`src/rtl/mc_ctrl_unit_pkg.sv`:
```
// Shared types for the multi-cycle control unit: FSM states, opcodes, ALU ops, immediate formats.
// Latency: n/a (declarations only).
// Backpressure: n/a.
package ctrl_pkg;

    typedef enum logic [2:0] {
        ST_FETCH  = 3'd0,
        ST_DECODE = 3'd1,
        ST_EXEC   = 3'd2,
        ST_MEM    = 3'd3,
        ST_WB     = 3'd4,
        ST_TRAP   = 3'd5
    } ctrl_state_t;

    localparam logic [6:0] OP_IMM = 7'b0010011;
    localparam logic [6:0] OP     = 7'b0110011;
    localparam logic [6:0] LOAD   = 7'b0000011;
    localparam logic [6:0] STORE  = 7'b0100011;
    localparam logic [6:0] BRANCH = 7'b1100011;

    typedef enum logic [2:0] {
        ALU_ADD = 3'b000,
        ALU_SUB = 3'b001
    } alu_op_t;

    typedef enum logic [1:0] {
        IMM_NONE = 2'd0,
        IMM_I    = 2'd1,
        IMM_S    = 2'd2,
        IMM_B    = 2'd3
    } imm_fmt_t;

    // Immediate layout implied by the opcode; R-type and unknown opcodes carry none.
    function automatic imm_fmt_t imm_fmt(input logic [6:0] opcode);
        case (opcode)
            OP_IMM, LOAD: return IMM_I;
            STORE:        return IMM_S;
            BRANCH:       return IMM_B;
            default:      return IMM_NONE;
        endcase
    endfunction

endpackage

```
`src/rtl/mc_ctrl_unit_if.sv`:
```
// Bus between the control unit and imem/dmem/datapath; retired exists only with CTRL_PERF_EN.
// Latency: n/a (wiring only).
// Backpressure: instr_valid stalls FETCH, mem_ready stalls MEM.
interface mc_ctrl_unit_if #(
    parameter int DATA_WIDTH = 32,
    parameter int CNT_WIDTH  = 32
);
    logic [DATA_WIDTH-1:0] instr;
    logic                  instr_valid;
    logic                  mem_ready;
    logic                  eq;
    logic                  ir_en;
    logic                  pc_en;
    logic                  PCsrc;
    logic                  RegWrite;
    logic [2:0]            ALUctrl;
    logic                  ALUsrc;
    logic [DATA_WIDTH-1:0] ImmOp;
    logic                  MemRead;
    logic                  MemWrite;
    logic                  ResultSrc;
    logic                  illegal;
    logic                  busy;
`ifdef CTRL_PERF_EN
    logic [CNT_WIDTH-1:0]  retired;
`endif

    modport ctrl (
        input  instr, instr_valid, mem_ready, eq,
        output ir_en, pc_en, PCsrc, RegWrite, ALUctrl, ALUsrc, ImmOp,
               MemRead, MemWrite, ResultSrc, illegal, busy
`ifdef CTRL_PERF_EN
        , output retired
`endif
    );

    modport dp (
        output instr, instr_valid, mem_ready, eq,
        input  ir_en, pc_en, PCsrc, RegWrite, ALUctrl, ALUsrc, ImmOp,
               MemRead, MemWrite, ResultSrc, illegal, busy
`ifdef CTRL_PERF_EN
        , input retired
`endif
    );

endinterface

```
`src/rtl/mc_ctrl_unit_imm_ext.sv`:
```
// Builds the sign-extended byte-offset immediate from the instruction register.
// Latency: combinational.
// Backpressure: none.
module imm_ext
    import ctrl_pkg::*;
#(
    parameter int DATA_WIDTH = 32
) (
    input  logic [DATA_WIDTH-1:0] ir,
    input  imm_fmt_t              fmt,
    output logic [DATA_WIDTH-1:0] imm
);

    // Opcode, rs1 and funct3 fields never contribute to an immediate.
    logic unused_bits;
    assign unused_bits = ^{ir[19:12], ir[6:0]};

    // Reassemble the scattered fields and replicate ir[31] as the sign.
    always_comb begin
        imm = '0;
        case (fmt)
            IMM_I:   imm = {{(DATA_WIDTH-12){ir[31]}}, ir[31:20]};
            IMM_S:   imm = {{(DATA_WIDTH-12){ir[31]}}, ir[31:25], ir[11:7]};
            IMM_B:   imm = {{(DATA_WIDTH-13){ir[31]}}, ir[31], ir[7], ir[30:25], ir[11:8], 1'b0};
            default: imm = '0;
        endcase
    end

endmodule

```
`src/rtl/mc_ctrl_unit.sv`:
```
// Multi-cycle RV32I-subset control FSM (FETCH/DECODE/EXEC/MEM/WB/TRAP); CTRL_PERF_EN adds a retire counter.
// Latency: branch 3, ALU 4, sw 4, lw 5 cycles minimum; outputs combinational from state and IR.
// Backpressure: holds in FETCH until instr_valid, holds in MEM until mem_ready; TRAP holds until reset.
module mc_ctrl_unit #(
    parameter int DATA_WIDTH = 32,
    parameter int CNT_WIDTH  = 32
) (
    input  logic         clk,
    input  logic         rst,
    mc_ctrl_unit_if.ctrl bus
);
    import ctrl_pkg::*;

    if (CNT_WIDTH < 1 || DATA_WIDTH < 32) begin : g_bad_param
        $error("mc_ctrl_unit: CNT_WIDTH must be >= 1 and DATA_WIDTH >= 32");
    end

    ctrl_state_t           state;
    ctrl_state_t           state_nxt;
    logic [DATA_WIDTH-1:0] ir;
    logic                  ir_en;
    logic                  pc_en;
    logic                  legal;

    logic [6:0] opcode;
    logic [2:0] funct3;
    logic [6:0] funct7;
    logic       is_op;
    logic       is_load;
    logic       is_store;
    logic       is_branch;

    assign opcode    = ir[6:0];
    assign funct3    = ir[14:12];
    assign funct7    = ir[31:25];
    assign is_op     = (opcode == OP);
    assign is_load   = (opcode == LOAD);
    assign is_store  = (opcode == STORE);
    assign is_branch = (opcode == BRANCH);

    imm_ext #(.DATA_WIDTH(DATA_WIDTH)) u_imm_ext (
        .ir  (ir),
        .fmt (imm_fmt(opcode)),
        .imm (bus.ImmOp)
    );

    // Only the exact funct3/funct7 encodings of the supported instructions are legal.
    always_comb begin
        legal = 1'b0;
        case (opcode)
            OP_IMM:       legal = (funct3 == 3'b000);
            OP:           legal = (funct3 == 3'b000) &&
                                  ((funct7 == 7'b0000000) || (funct7 == 7'b0100000));
            LOAD, STORE:  legal = (funct3 == 3'b010);
            BRANCH:       legal = (funct3[2:1] == 2'b00);
            default:      legal = 1'b0;
        endcase
    end

    // State sequencing; instr_valid and mem_ready are only looked at in their own states.
    always_comb begin
        state_nxt = state;
        case (state)
            ST_FETCH:  if (bus.instr_valid) state_nxt = ST_DECODE;
            ST_DECODE: state_nxt = legal ? ST_EXEC : ST_TRAP;
            ST_EXEC: begin
                if (is_branch)                state_nxt = ST_FETCH;
                else if (is_load || is_store) state_nxt = ST_MEM;
                else                          state_nxt = ST_WB;
            end
            ST_MEM:    if (bus.mem_ready) state_nxt = is_load ? ST_WB : ST_FETCH;
            ST_WB:     state_nxt = ST_FETCH;
            ST_TRAP:   state_nxt = ST_TRAP;
            default:   state_nxt = ST_FETCH;
        endcase
    end

    // State and instruction register; IR loads only on an accepted fetch.
    always_ff @(posedge clk or negedge rst) begin
        if (!rst) begin
            state <= ST_FETCH;
            ir    <= '0;
        end else begin
            state <= state_nxt;
            if (ir_en) ir <= bus.instr;
        end
    end

    // Datapath controls decoded from state and IR; eq is consulted only for branches in EXEC.
    always_comb begin
        ir_en         = 1'b0;
        pc_en         = 1'b0;
        bus.PCsrc     = 1'b0;
        bus.RegWrite  = 1'b0;
        bus.ALUctrl   = ALU_ADD;
        bus.ALUsrc    = 1'b0;
        bus.MemRead   = 1'b0;
        bus.MemWrite  = 1'b0;
        bus.ResultSrc = 1'b0;
        case (state)
            // Gating with rst keeps ir_en low while reset is asserted.
            ST_FETCH: ir_en = bus.instr_valid & rst;
            ST_EXEC: begin
                if (is_branch) begin
                    bus.ALUctrl = ALU_SUB;
                    pc_en       = 1'b1;
                    bus.PCsrc   = funct3[0] ? ~bus.eq : bus.eq;
                end else if (is_op) begin
                    bus.ALUctrl = funct7[5] ? ALU_SUB : ALU_ADD;
                end else begin
                    bus.ALUsrc  = 1'b1;
                end
            end
            ST_MEM: begin
                bus.MemRead  = is_load;
                bus.MemWrite = is_store;
                pc_en        = is_store & bus.mem_ready;
            end
            ST_WB: begin
                bus.RegWrite  = 1'b1;
                pc_en         = 1'b1;
                bus.ResultSrc = is_load;
            end
            default: ;
        endcase
    end

    assign bus.ir_en   = ir_en;
    assign bus.pc_en   = pc_en;
    assign bus.busy    = (state != ST_FETCH);
    assign bus.illegal = (state == ST_TRAP);

`ifdef CTRL_PERF_EN
    logic [CNT_WIDTH-1:0] retired_q;

    // One retire per pc_en pulse; wraps naturally at 2^CNT_WIDTH.
    always_ff @(posedge clk or negedge rst) begin
        if (!rst) retired_q <= '0;
        else if (pc_en) retired_q <= retired_q + {{(CNT_WIDTH-1){1'b0}}, 1'b1};
    end

    assign bus.retired = retired_q;
`endif

endmodule
```
`src/flat_wrapper.sv`:
```
// flat-port wrapper written by rule: the top's interface ports become plain ports
module mc_ctrl_unit_flat import ctrl_pkg::*;
#(
    parameter int DATA_WIDTH = 32,
    parameter int CNT_WIDTH  = 32
)
  (clk, rst, bus_instr, bus_instr_valid, bus_mem_ready, bus_eq, bus_ir_en, bus_pc_en, bus_PCsrc, bus_RegWrite, bus_ALUctrl, bus_ALUsrc, bus_ImmOp, bus_MemRead, bus_MemWrite, bus_ResultSrc, bus_illegal, bus_busy);
  mc_ctrl_unit_if #(.DATA_WIDTH(DATA_WIDTH), .CNT_WIDTH(CNT_WIDTH)) bus_i ();
  input  logic clk;
  input  logic rst;
  input wire logic [$bits(bus_i.instr)-1:0] bus_instr;
  input wire logic [$bits(bus_i.instr_valid)-1:0] bus_instr_valid;
  input wire logic [$bits(bus_i.mem_ready)-1:0] bus_mem_ready;
  input wire logic [$bits(bus_i.eq)-1:0] bus_eq;
  output wire logic [$bits(bus_i.ir_en)-1:0] bus_ir_en;
  output wire logic [$bits(bus_i.pc_en)-1:0] bus_pc_en;
  output wire logic [$bits(bus_i.PCsrc)-1:0] bus_PCsrc;
  output wire logic [$bits(bus_i.RegWrite)-1:0] bus_RegWrite;
  output wire logic [$bits(bus_i.ALUctrl)-1:0] bus_ALUctrl;
  output wire logic [$bits(bus_i.ALUsrc)-1:0] bus_ALUsrc;
  output wire logic [$bits(bus_i.ImmOp)-1:0] bus_ImmOp;
  output wire logic [$bits(bus_i.MemRead)-1:0] bus_MemRead;
  output wire logic [$bits(bus_i.MemWrite)-1:0] bus_MemWrite;
  output wire logic [$bits(bus_i.ResultSrc)-1:0] bus_ResultSrc;
  output wire logic [$bits(bus_i.illegal)-1:0] bus_illegal;
  output wire logic [$bits(bus_i.busy)-1:0] bus_busy;
  assign bus_i.instr = bus_instr;
  assign bus_i.instr_valid = bus_instr_valid;
  assign bus_i.mem_ready = bus_mem_ready;
  assign bus_i.eq = bus_eq;
  assign bus_ir_en = bus_i.ir_en;
  assign bus_pc_en = bus_i.pc_en;
  assign bus_PCsrc = bus_i.PCsrc;
  assign bus_RegWrite = bus_i.RegWrite;
  assign bus_ALUctrl = bus_i.ALUctrl;
  assign bus_ALUsrc = bus_i.ALUsrc;
  assign bus_ImmOp = bus_i.ImmOp;
  assign bus_MemRead = bus_i.MemRead;
  assign bus_MemWrite = bus_i.MemWrite;
  assign bus_ResultSrc = bus_i.ResultSrc;
  assign bus_illegal = bus_i.illegal;
  assign bus_busy = bus_i.busy;
  mc_ctrl_unit #(.DATA_WIDTH(DATA_WIDTH), .CNT_WIDTH(CNT_WIDTH)) u_core (.clk(clk), .rst(rst), .bus(bus_i));
endmodule
```
`config.mk`:
```
export PLATFORM = sky130hd
export DESIGN_NAME = mc_ctrl_unit_flat
export DESIGN_NICKNAME = d
export VERILOG_FILES = /design/src/rtl/mc_ctrl_unit_pkg.sv /design/src/rtl/mc_ctrl_unit_if.sv /design/src/rtl/mc_ctrl_unit_imm_ext.sv /design/src/rtl/mc_ctrl_unit.sv /design/src/flat_wrapper.sv
export SDC_FILE = /design/constraint.sdc
export NUM_CORES = 1
export LEC_CHECK = 0
export BUFFER_PORTS_ARGS = -buffer_cell sky130_fd_sc_hd__clkbuf_2
export CAP_MARGIN = 10
export CORE_UTILIZATION = 47
export CTS_CLUSTER_DIAMETER = 40
export CTS_CLUSTER_SIZE = 14
export DETAILED_ROUTE_END_ITERATION = 7
export PLACE_DENSITY_LB_ADDON = 0.25
export SLEW_MARGIN = 20
export SYNTH_ARGS = -nofsm -noshare
export SYNTH_HDL_FRONTEND = slang
export SYNTH_SLANG_ARGS = --single-unit
```
`constraint.sdc`:
```
create_clock -name clk -period 2.9 [get_ports clk]
set_input_delay 0.87 -clock clk [delete_from_list [all_inputs] [get_ports clk]]
set_output_delay 0.87 -clock clk [all_outputs]
set_load 0.005 [all_outputs]
```
# Word-level counts from Yosys, hierarchy flattened
# Cells that the tools add are included.
# totals
regBits	35
input_bits	37
output_inout_bits	45
word_cells	60
# classes
eq_ne	17
muxes	27
bitwise	3
n_reduce_logical	11
# ops
op	n
$pmux W32 S3	1
$mux W3	9
$eq A7 B6 Y1 const B	3
$pmux W3 S5	1
$mux W1	13
$eq A3 B2 Y1 const B	3
$eq A7 B2 Y1 const B	1
$eq A7 B5 Y1 const B	1
$eq A7 B7 Y1 const B	1
$logic_not A7 Y1	1
$eq A3 B3 Y1 const B	2
$logic_not A3 Y1	2
$pmux W2 S3	1
$eq A2 B2 Y1 const B	2
$ne A2 B2 Y1 const B	2
$pmux W1 S4	1
$reduce_or A2 Y1	2
$eq A3 B1 Y1 const B	1
$pmux W1 S3	1
$reduce_bool A3 Y1	1
$and A1 B1 Y1	2
$eq A2 B1 Y1 const B	1
$logic_not A2 Y1	1
$logic_or A1 B1 Y1	2
3 further kinds	3

# Depth between registers and ports, before layout
# depth
word_depth	6
ltp_mapped	6
ltp_nobuf	4

# By module
# Synthesis repeated with hierarchy kept, for this count alone.
# hier_totals
hier_cells	177
area_unflattened_um2	1996.9
# by_module_without_submodules
module	n_inst	cells_per_inst	area_each_um2	seq_area_each_um2
mc_ctrl_unit	1	140	1715.4	875.8
imm_ext	1	37	281.5	0.0

# Worst setup path after synthesis
# No wires, ideal clock.
# synth_timing
kind	flip-flop to output port
startpoint	register u_core.ir[2]
endpoint	output port bus_ImmOp[13]
arrival_ns	1.596
required_time_ns	2.030
setup_slack_ns	0.434
path_stages_with_launch	6
n_path_buf	1
path_cell_list	dfrtp_1 and4bb_2 nand3_1 nand2_1 and2_1 buf_4
# synth_via
elab_chain_len	5
word_cells_on_any_way	10
cone_classes	eq/ne: 7; mux: 2; reduce/logical: 1
# synth_lines
item	line	text
start: declaration	mc_ctrl_unit.sv:20	logic [DATA_WIDTH-1:0] ir;
start signal: assignment	mc_ctrl_unit.sv:85	if (ir_en) ir <= bus.instr;
$eq A7 B5 Y1 or $eq A7 B2 Y1 (tied branches)	mc_ctrl_unit_pkg.sv:35	case (opcode)
$reduce_or A2 Y1	mc_ctrl_unit_pkg.sv:35	
$pmux W2 S3 (*)	mc_ctrl_unit_pkg.sv:35	
$eq A2 B2 Y1 or $eq A2 B1 Y1 (tied branches)	mc_ctrl_unit_imm_ext.sv:21	case (fmt)
$pmux W32 S3 (*)	mc_ctrl_unit_imm_ext.sv:21	
end: declaration	flat_wrapper.sv:21	output wire logic [$bits(bus_i.ImmOp)-1:0] bus_ImmOp;
# Mark *: on every way between the ends. The rest lies on a longest branch, timed or not.

# Final worst setup path
# layout_timing
startpoint	register u_core.ir[2]
endpoint	output port bus_ImmOp[26]
# The elaborated chain is that of the path after synthesis.

==> impl_metrics.csv <==
group,metric,value,unit
run_status,outcome,"finished clean",
logic_synthesis,synth-seq-cells,30,
place,port_buffers,74,
timing,finalSetupTns,0,ns
clock_network,cts.path.max_buffers,2,
logic_synthesis,synth_cell_types,40,
critical_path,worstPathRequired,2.03,ns
detailed_routing,vias,1424,
critical_path,cp_max_fo,20,
clock_network,htreeDepth,2,
grt,grt_pass1_vias,1288,
hold_path,hold_class,"register to register",
detailed_routing,avgViaCountPerCell,5.178,
detailed_routing,wl,3.601,mm
timing,finalCritPeriodShare,92.62,%
layout,multiInputGateArea,867.1,sq um
logic_synthesis,synthTopCellsByArea,"dfrtp_1 (41%), mux2_4 (15%), buf_4 (9.3%), mux2_2 (4.9%), and2_1 (3.0%)",
layout,drive_gt1_share,53.30,%
die,dieHeight,64.79,microns
pwr,p_per_area,362.5,nW/um^2
critical_path,endpoint_kind,"output port",
clock_network,root_buffer,"clkbuf_8",
critical_path,crit_slowest_cell,"dfrtp_1",
clock_network,insertion_delay,0.28,ns
logic_synthesis,synthArstFlopShare,100.0,%
detailed_routing,final_antenna_net_count,0,
die,dieArea,4198,sq um
logic_synthesis,synth_edf_count,0,
detailed_routing,drcViolationCount,0,
critical_path,crit_arrival,1.82,ns
timing,hold_viol,0,
critical_path,critical_path_class,"register to output port",
pwr,vdd_ir_drop_max,0.3336,mV
timing,rsz0062_at_grt,"false",
die,die_x,64.79,microns
hold_path,hold_depth,1,
critical_path,cp_cell_sequence,"and4bb_2 > nand3_1 > nand2_2 > and2_1 > buf_4 > clkbuf_2",
timing,fin_crit,2.686,ns
grt,antenna_found_initial,0,
timing,slew_violations,0,
detailed_routing,firstDrtPassIters,4,
logic_synthesis,yosysWarnings,0,
logic_synthesis,seq_area_frac_synth,40.51,%
place,gp_congestion,0.8537,
die,num_rows,22,
clock_network,cts.sinks,30,
logic_synthesis,synthesis.area,1853,sq um
place,hpwl,2.688,mm
clock_network,cts.clk_slew.worst_paths,0.06,ns
clock_network,cts_setup_buffers,0,
logic_synthesis,yosysMostFrequentCell,"dfrtp_1",
detailed_routing,wl_per_cell,13.09,microns
critical_path,max_stage_delay,0.39,ns
detailed_routing,drt_iter0_drc,63,
die,start_util,49.87,%
logic_synthesis,synth_top_area_share,40.51,%
clock_network,cts_made_buffers,5,
grt,grt_max_degree,31,
layout,diodes,0,
clock_network,cts_resized,0,
logic_synthesis,synth_common_cells,"dfrtp_1 (30), buf_4 (23), mux2_4 (19)",
layout,regArea,750.7,sq um
clock_network,cts_tree,"done",
logic_synthesis,ys_dominant_reg_cell,"dfrtp_1",
die,ios,82,
timing,timing.fmax,372.3,MHz
layout,final_util,59.29,%
grt,grt_pass1_wl,5.892,mm
grt,grtUsageTotal,18.69,%
logic_synthesis,avgSynthCellArea,11.10,sq um
layout,fillers,342,
timing,setup_viol,0,
critical_path,start_kind,"register",
run,maxCapViolCount,0,
critical_path,ff2ff_path_depth,4,
timing,skew,0.005733,ns
pwr,leakagePower,1.228,nW
die,core_area,3716,sq um
layout,flow.area_growth_from_synthesis,18.91,%
clock_network,postCtsHoldBufs,0,
logic_synthesis,synthCells,167,
grt,grt.overflow.total,0,
logic_synthesis,yosysTopAreaCell,"dfrtp_1",
layout,nets,263,
-- area by class of cell --
class                      instances  area share, %
timing repair buffer              80          18.85
clock buffer                       6          3.748
inverter                           4         0.6814
sequential                        30          34.07
clock inverter                     2         0.5679
multi-input combinational        105          39.35
tap                               48          2.726
-- critical path, delay by kind of cell, from the launching register on --
family	cells	cell delay, ns
AND/OR/NAND/NOR	4	0.81
flip-flops	1	0.39
buffers and inverters	2	0.33
-- state kept, by name, summed over array words and instances, names as in the netlist --
register / flops
u_core.ir: 27
u_core.state: 3
-- metal layers --
layer / global-route usage (%) / wire length [microns] / vias up
met3: 5.458 / 311 / 6
met4: 5.000 / 35 / 0
met5: 0 / 0 / -
li1: - / - / 683
met2: 28.52 / 1563 / 79
met1: 25.70 / 1690 / 656
-- power breakdown --
group / total, mW / switching, mW / leakage (nW) / internal, mW
Sequential: 0.419 / 0 / 0.409 / 0.419
Clock: 0.345 / 0.155 / 0.0472 / 0.190
Combinational: 0.0349 / 0.0171 / 0.772 / 0.0178
-- per-stage QoR --
step	hold slack [ns]	power, mW	area, sq um	cells	worst slack [ns]
2_1_floorplan	0.4817	0.4323	1857	168	0.4337
3_3_place_gp	0.4978	0.4620	2106	267	0.4551
3_5_place_dp	0.4925	0.4625	2106	267	0.4437
4_1_cts	0.5119	0.8115	2201	275	0.1372
5_1_grt	0.5178	0.8350	2203	275	0.04766
6_report	0.5125	0.7987	2203	275	0.2141
-- placed cells by master, fill, tap and decap left out, drive strengths merged, types with 2 or more instances in the layout --
cell	n
a21oi	5
a22o	5
and2	9
buf	6
clkbuf	80
conb	2
dfrtp	30
inv	4
mux2	27
nand2	7
nand2b	3
nand3	5
nor2	11
nor2b	2
nor3	5
nor4	3
o311ai	2
or4	2
-- final timing paths --
check                                             from  slack [ns]                     endpoint
max                           u_core.ir[2]$_DFFE_PN0P_        0.21                bus_ImmOp[26]
min                           u_core.ir[9]$_DFFE_PN0P_        0.51     u_core.ir[9]$_DFFE_PN0P_
max reg2reg                u_core.state[0]$_DFFE_PN0P_        1.21     u_core.ir[5]$_DFFE_PN0P_
min reg2reg                   u_core.ir[9]$_DFFE_PN0P_        0.51     u_core.ir[9]$_DFFE_PN0P_
max in group asynchronous                          rst        1.96  u_core.state[2]$_DFFE_PN0P_
min in group asynchronous                          rst        0.65    u_core.ir[27]$_DFFE_PN0P_
-- logic make-up after synthesis --
family / after synthesis / synth area share (%)
compound gates: 20 / 7.968
mux: 27 / 20.26
other cells: 1 / 0.2024
flops: 30 / 40.51
simple gates: 55 / 17.56
xor+xnor: 1 / 0.4727
buf+inv: 33 / 13.03
(Power assumes the default switching activity.)
